**config.mk**
```make
export PLATFORM = sky130hd
export DESIGN_NAME = predecode_fetch
export DESIGN_NICKNAME = d
export VERILOG_FILES = /design/src/rtl/predecode_fetch_pkg.sv /design/src/rtl/predecode_fetch_opcode_length_decode.sv /design/src/rtl/predecode_fetch.sv
export SDC_FILE = /design/constraint.sdc
export NUM_CORES = 1
export LEC_CHECK = 0
export CAP_MARGIN = 20
export CORE_ASPECT_RATIO = 0.8
export CORE_MARGIN = 2
export CORE_UTILIZATION = 43
export DETAILED_ROUTE_END_ITERATION = 16
export GPL_TIMING_DRIVEN = 0
export PLACE_DENSITY = 0.8
export SETUP_SLACK_MARGIN = 0.1
export SYNTH_ARGS = -nofsm -noshare
export SYNTH_HDL_FRONTEND = slang
export SYNTH_SLANG_ARGS = --single-unit
```
**constraint.sdc**
```tcl
create_clock -name clk_ph1 -period 2.5 [get_ports clk_ph1]
set_input_delay 0.375 -clock clk_ph1 [delete_from_list [all_inputs] [get_ports clk_ph1]]
set_output_delay 0.375 -clock clk_ph1 [all_outputs]
set_load 0.02 [all_outputs]
```
**src/rtl/predecode_fetch_pkg.sv**
```systemverilog
// Shared definitions for the 6502 fetch/predecode stage: forced-BRK opcode
// and the interrupt-type encoding handed to the instruction controller.
package predecode_fetch_pkg;

  localparam logic [7:0] BRK_OPCODE_DEFAULT = 8'h00;

  typedef enum logic [1:0] {
    INT_NONE  = 2'b00,
    INT_IRQ   = 2'b01,
    INT_NMI   = 2'b10,
    INT_RESET = 2'b11
  } int_type_e;

endpackage

```
**src/rtl/predecode_fetch_opcode_length_decode.sv**
```systemverilog
// Combinational operand-length / short-instruction decode of a 6502 opcode.
// Shared with the disassembly monitor.
module opcode_length_decode
  import predecode_fetch_pkg::*;
(
  input  logic [7:0] op,
  output logic       one_byte,
  output logic       two_cycle
);

  logic stack_or_return;

  always_comb begin
    one_byte = (op[3:0] == 4'h8) | (op[3:0] == 4'hA) | (op == 8'h40) | (op == 8'h60);
    // Push/pull and RTI/RTS are single-byte but need more than T0+T1.
    stack_or_return = (op == 8'h08) | (op == 8'h28) | (op == 8'h48) |
                      (op == 8'h68) | (op == 8'h40) | (op == 8'h60);
    two_cycle = (one_byte & ~stack_or_return) | (op[4:0] == 5'b01001) |
                (op == 8'hA0) | (op == 8'hA2) | (op == 8'hC0) | (op == 8'hE0);
  end

endmodule

```
**src/rtl/predecode_fetch.sv**
```systemverilog
// Opcode fetch and predecode: registers the data bus into PD and swaps in a
// forced BRK on opcode fetches while a reset, NMI or IRQ is pending.
module predecode_fetch
  import predecode_fetch_pkg::*;
#(
  parameter logic [7:0] BRK_OPCODE = BRK_OPCODE_DEFAULT
) (
  input  logic       clk_ph1,
  input  logic       rst,
  input  logic [7:0] db_in,
  input  logic       rdy,
  input  logic       fetch,
  input  logic       irq_n,
  input  logic       nmi_n,
  input  logic       i_flag,
  input  logic       int_ack,
  output logic [7:0] PD,
  output logic       injected,
  output logic [1:0] int_type,
  output logic       one_byte,
  output logic       two_cycle
);

  logic       nmi_q, nmi_prev_q, irq_q;
  logic       nmi_latch_q, nmi_latch_d;
  logic       reset_pending_q, reset_pending_d;
  logic [7:0] pd_q, pd_d;
  logic       injected_q, injected_d;
  int_type_e  int_type_q, int_type_d;
  logic       one_byte_q, one_byte_d;
  logic       two_cycle_q, two_cycle_d;

  logic       nmi_edge, irq_req, dec_one_byte, dec_two_cycle;

  opcode_length_decode u_len_dec (
    .op        (db_in),
    .one_byte  (dec_one_byte),
    .two_cycle (dec_two_cycle)
  );

  always_comb begin
    nmi_edge        = nmi_prev_q & ~nmi_q;
    irq_req         = ~irq_q & ~i_flag;
    // Edges are captured even while stalled so a short NMI pulse is never lost.
    nmi_latch_d     = nmi_latch_q | nmi_edge;
    reset_pending_d = reset_pending_q;
    pd_d            = pd_q;
    injected_d      = injected_q;
    int_type_d      = int_type_q;
    one_byte_d      = one_byte_q;
    two_cycle_d     = two_cycle_q;
    if (rdy) begin
      if (int_ack && int_type_q == INT_NMI && !nmi_edge) nmi_latch_d = 1'b0;
      if (int_ack && int_type_q == INT_RESET) reset_pending_d = 1'b0;
      if (fetch && (reset_pending_q || nmi_latch_q || irq_req)) begin
        pd_d        = BRK_OPCODE;
        injected_d  = 1'b1;
        one_byte_d  = 1'b1;
        two_cycle_d = 1'b0;
        if (reset_pending_q)  int_type_d = INT_RESET;
        else if (nmi_latch_q) int_type_d = INT_NMI;
        else                  int_type_d = INT_IRQ;
      end else begin
        pd_d        = db_in;
        injected_d  = 1'b0;
        one_byte_d  = dec_one_byte;
        two_cycle_d = dec_two_cycle;
        if (fetch) int_type_d = INT_NONE;
      end
    end
  end

  always_ff @(posedge clk_ph1 or posedge rst) begin
    if (rst) begin
      nmi_q           <= 1'b1;
      nmi_prev_q      <= 1'b1;
      irq_q           <= 1'b1;
      nmi_latch_q     <= 1'b0;
      reset_pending_q <= 1'b1;
      pd_q            <= 8'h00;
      injected_q      <= 1'b0;
      int_type_q      <= INT_NONE;
      one_byte_q      <= 1'b0;
      two_cycle_q     <= 1'b0;
    end else begin
      nmi_q           <= nmi_n;
      nmi_prev_q      <= nmi_q;
      irq_q           <= irq_n;
      nmi_latch_q     <= nmi_latch_d;
      reset_pending_q <= reset_pending_d;
      pd_q            <= pd_d;
      injected_q      <= injected_d;
      int_type_q      <= int_type_d;
      one_byte_q      <= one_byte_d;
      two_cycle_q     <= two_cycle_d;
    end
  end

  assign PD        = pd_q;
  assign injected  = injected_q;
  assign int_type  = int_type_q;
  assign one_byte  = one_byte_q;
  assign two_cycle = two_cycle_q;

endmodule

```
==> metrics.md <==
| Metric | Value |
|---|---|
| Status | finished, final reports clean |
| Synth top area cells | dfrtp_1 (50%), dfstp_2 (15%), a22o_1 (8.8%) |
| Synth area leader | dfrtp_1 |
| DRT antenna net count | 0 |
| Setup tns final | 0 ns |
| Root Buffer | clkbuf_4 |
| Setup CP Type | primary input to flip-flop |
| Worst path arrival time | 1.89 ns |
| Netlist cell types | 18 |
| Routed WL | around 1600 µm |
| #FFs+latches synth | 18 |
| Clk_lat worst skew | 0.30 ns |
| DRC | 0 |
| Yosys warns | 0 |
| Most frequent cell after synthesis | dfrtp_1 |
| Die W | between 40 and 50 µm |
| Total number of H-tree levels | 1 |
| Max clock buf depth | 2 |
| Post-CTS setup buffer count | 0 |
| Drt first-iter violations | 24 |
| Worst-Margin Slew | 0.632 ns |
| Sequential fraction of the synthesis area | around two thirds |
| DPL Wire Length | ~1200 µm |
| Unrepaired setup endpoints after global routing | false |
| Total grt overflow | 0 |
| Vias in the first global route | 534 |
| Die height | 40.0 µm |
| CP max stage delay | 0.55 ns |
| Synth Cell Area | between 600 and 700 µm² |
| First-pass GRT wire length | 2550 µm |
| Syn Nets | 76 |
| Final Skew | between 0.006 and 0.007 ns |
| Initial antenna violation count | 0 |
| Row cnt | 12 |
| CTS tree | built |
| CP startpoint | db_in[4] |
| Post-CTS Resized | 0 |
| CP required | 2.69 ns |
| Worst VDD drop | 498 µV |
| Via Count | 594 |
| TritonCTS Buffers | 3 |
| Core ar. | 1460 µm² |
| Buffers on Ports | 28 |
| Worst Hold Launch | nmi_q$_DFF_PP1_ |
| Gpl congestion | 0.845 |
| Slew Limit Fails | 0 |
| RR Startpoint | reset_pending_q$_DFFE_PP1P_ |
| Post-synth top area share | between 50 and 60% |
| Achievable frequency | 591 MHz |
| Tmin final | 1.69 ns |
| Startpoint types | primary input |
| Final period util | 67.7% |
| Worst path cell trace | clkdlybuf4s50_1 -> or4_1 -> nand3_1 -> o41ai_1 -> a32o_1 |
| Hold_buf cts | 0 |
| Io pins | 29 |
| Final core utilization | 71.4% |
| Clk sink count | 18 |
| GRT Total Usage | 18.8% |
| Full die area | about 2000 µm² |
| FFs w/ async S/R, synth | 100% |
| Share of layout cells above drive strength 1 | between 10% and 20% |
| CP max-delay cell | or4_1 |
| Post-synth top cells | dfrtp_1 (14), a22o_1 (7), o21ai_0 (7) |
| Setup crit end kind | flip-flop |
| Avg Synthesized Cell Area | 11.6 µm² |
| DR pass1 iterations | 5 |
| Area Overhead vs Synth | 49.2% |
| Pwr per Cell Area | 641 nW/µm² |
| Crit Path Max Fanout | 5 |
| Via density | 5.26 |
| Leak pwr | 0.000449 µW |
| EDFF count, synth | 0 |
| Cells after synthesis | 60 |
| Max-cap violation count | 0 |
| # setup viols final | 0 |
| Top_reg_cell synth | dfrtp_1 |
| Min-Delay Path Class | flip-flop to flip-flop |
| Post-layout nets | around 110 |
| Relative slew slack | 57.8% |
| Largest net degree at the start of global routing | 19 |
| Reg clk slew, reported paths | 0.10 ns |
| Final hold vios | 0 |
| Wire per inst | 14.0 µm |
| Starting Density | 47.9% |
| Ant. Diodes | 0 |
==> final timing paths <==
check,depth (start not counted),to,slack [ns]
setup / recovery,5,two_cycle$_DFFE_PP0P_,0.81
hold / removal,0,nmi_prev_q$_DFF_PP1_,0.37
setup reg to reg,5,PD[4]$_DFFE_PP0P_,1.19
hold reg to reg,0,nmi_prev_q$_DFF_PP1_,0.37
max in group asynchronous,2,PD[1]$_DFFE_PP0P_,1.63
min in group asynchronous,2,int_type[1]$_DFFE_PP0P_,0.46
==> state kept, by name (all words and copies together), names as in the netlist <==
register / flops
injected: 1
irq_q: 1
nmi_latch_q: 1
nmi_q: 1
int_type: 2
reset_pending_q: 1
two_cycle: 1
nmi_prev_q: 1
one_byte: 1
PD: 8
==> critical path: cells and delay by family <==
kind,cells,cell delay (ns)
simple gates,2,0.66
buf+inv,1,0.50
compound gates,2,0.35
==> kinds of logic after synthesis <==
logic type	share of synthesized area (%)
compound gates	21.2
buf+inv	3.95
flops	65.4
simple gates	9.52
==> power breakdown <==
group / total, µW / internal, µW / switching (µW) / leakage [µW]
clock network: 175 / 88.9 / 85.8 / 0.0000210
logic: 155 / 79.6 / 75.1 / 0.000214
registers: 337 / 320 / 16.9 / 0.000214
==> routing by layer <==
layer  vias to the layer above  global-route usage, %  wire, µm
met4                         0                   11.4        36
met3                         6                   5.22        82
met5                         -                      0         0
met2                        25                   27.4       753
met1                       277                   25.7       708
li1                        286                      -         -
==> stage by stage <==
step	hold WS, ns	setup slack [ns]	power [µW]	cell area (µm²)	instances
4_1_cts	0.372	0.807	671	1040	113
2_1_floorplan	0.311	1.11	409	697	60
3_5_place_dp	0.358	0.537	497	1000	109
3_3_place_gp	0.357	0.570	493	1000	109
6_report	0.373	0.807	667	1040	113
5_1_grt	0.382	0.734	701	1040	113
==> cell type report <==
cell class | instances | area [µm²]
tap | 21 | 26.3
clock buffer | 4 | 36.3
inverter | 6 | 22.5
sequential | 18 | 455
buffer | 1 | 5.00
multi-input combinational | 35 | 214
timing repair buffer | 28 | 280
fill | 121 | 417
==> layout by cell type (no fill, tap or decap), drive strengths merged <==
cell / Yosys / final
o21ai: 7 / 7
or4: 1 / 1
a21oi: 3 / 3
a22o: 8 / 8
nand2: 3 / 3
nor2: 5 / 5
a32o: 1 / 1
nand3: 2 / 2
nor3: 2 / 2
inv: 5 / 5
dfstp: 4 / 4
buf: 1 / 1
clkdlybuf4s50: 0 / 28
o41ai: 1 / 1
nor4b: 1 / 1
clkbuf: 0 / 4
dfrtp: 14 / 14
o21a: 1 / 1
clkinv: 1 / 1
Note: power is estimated with default switching activity, not from simulation.
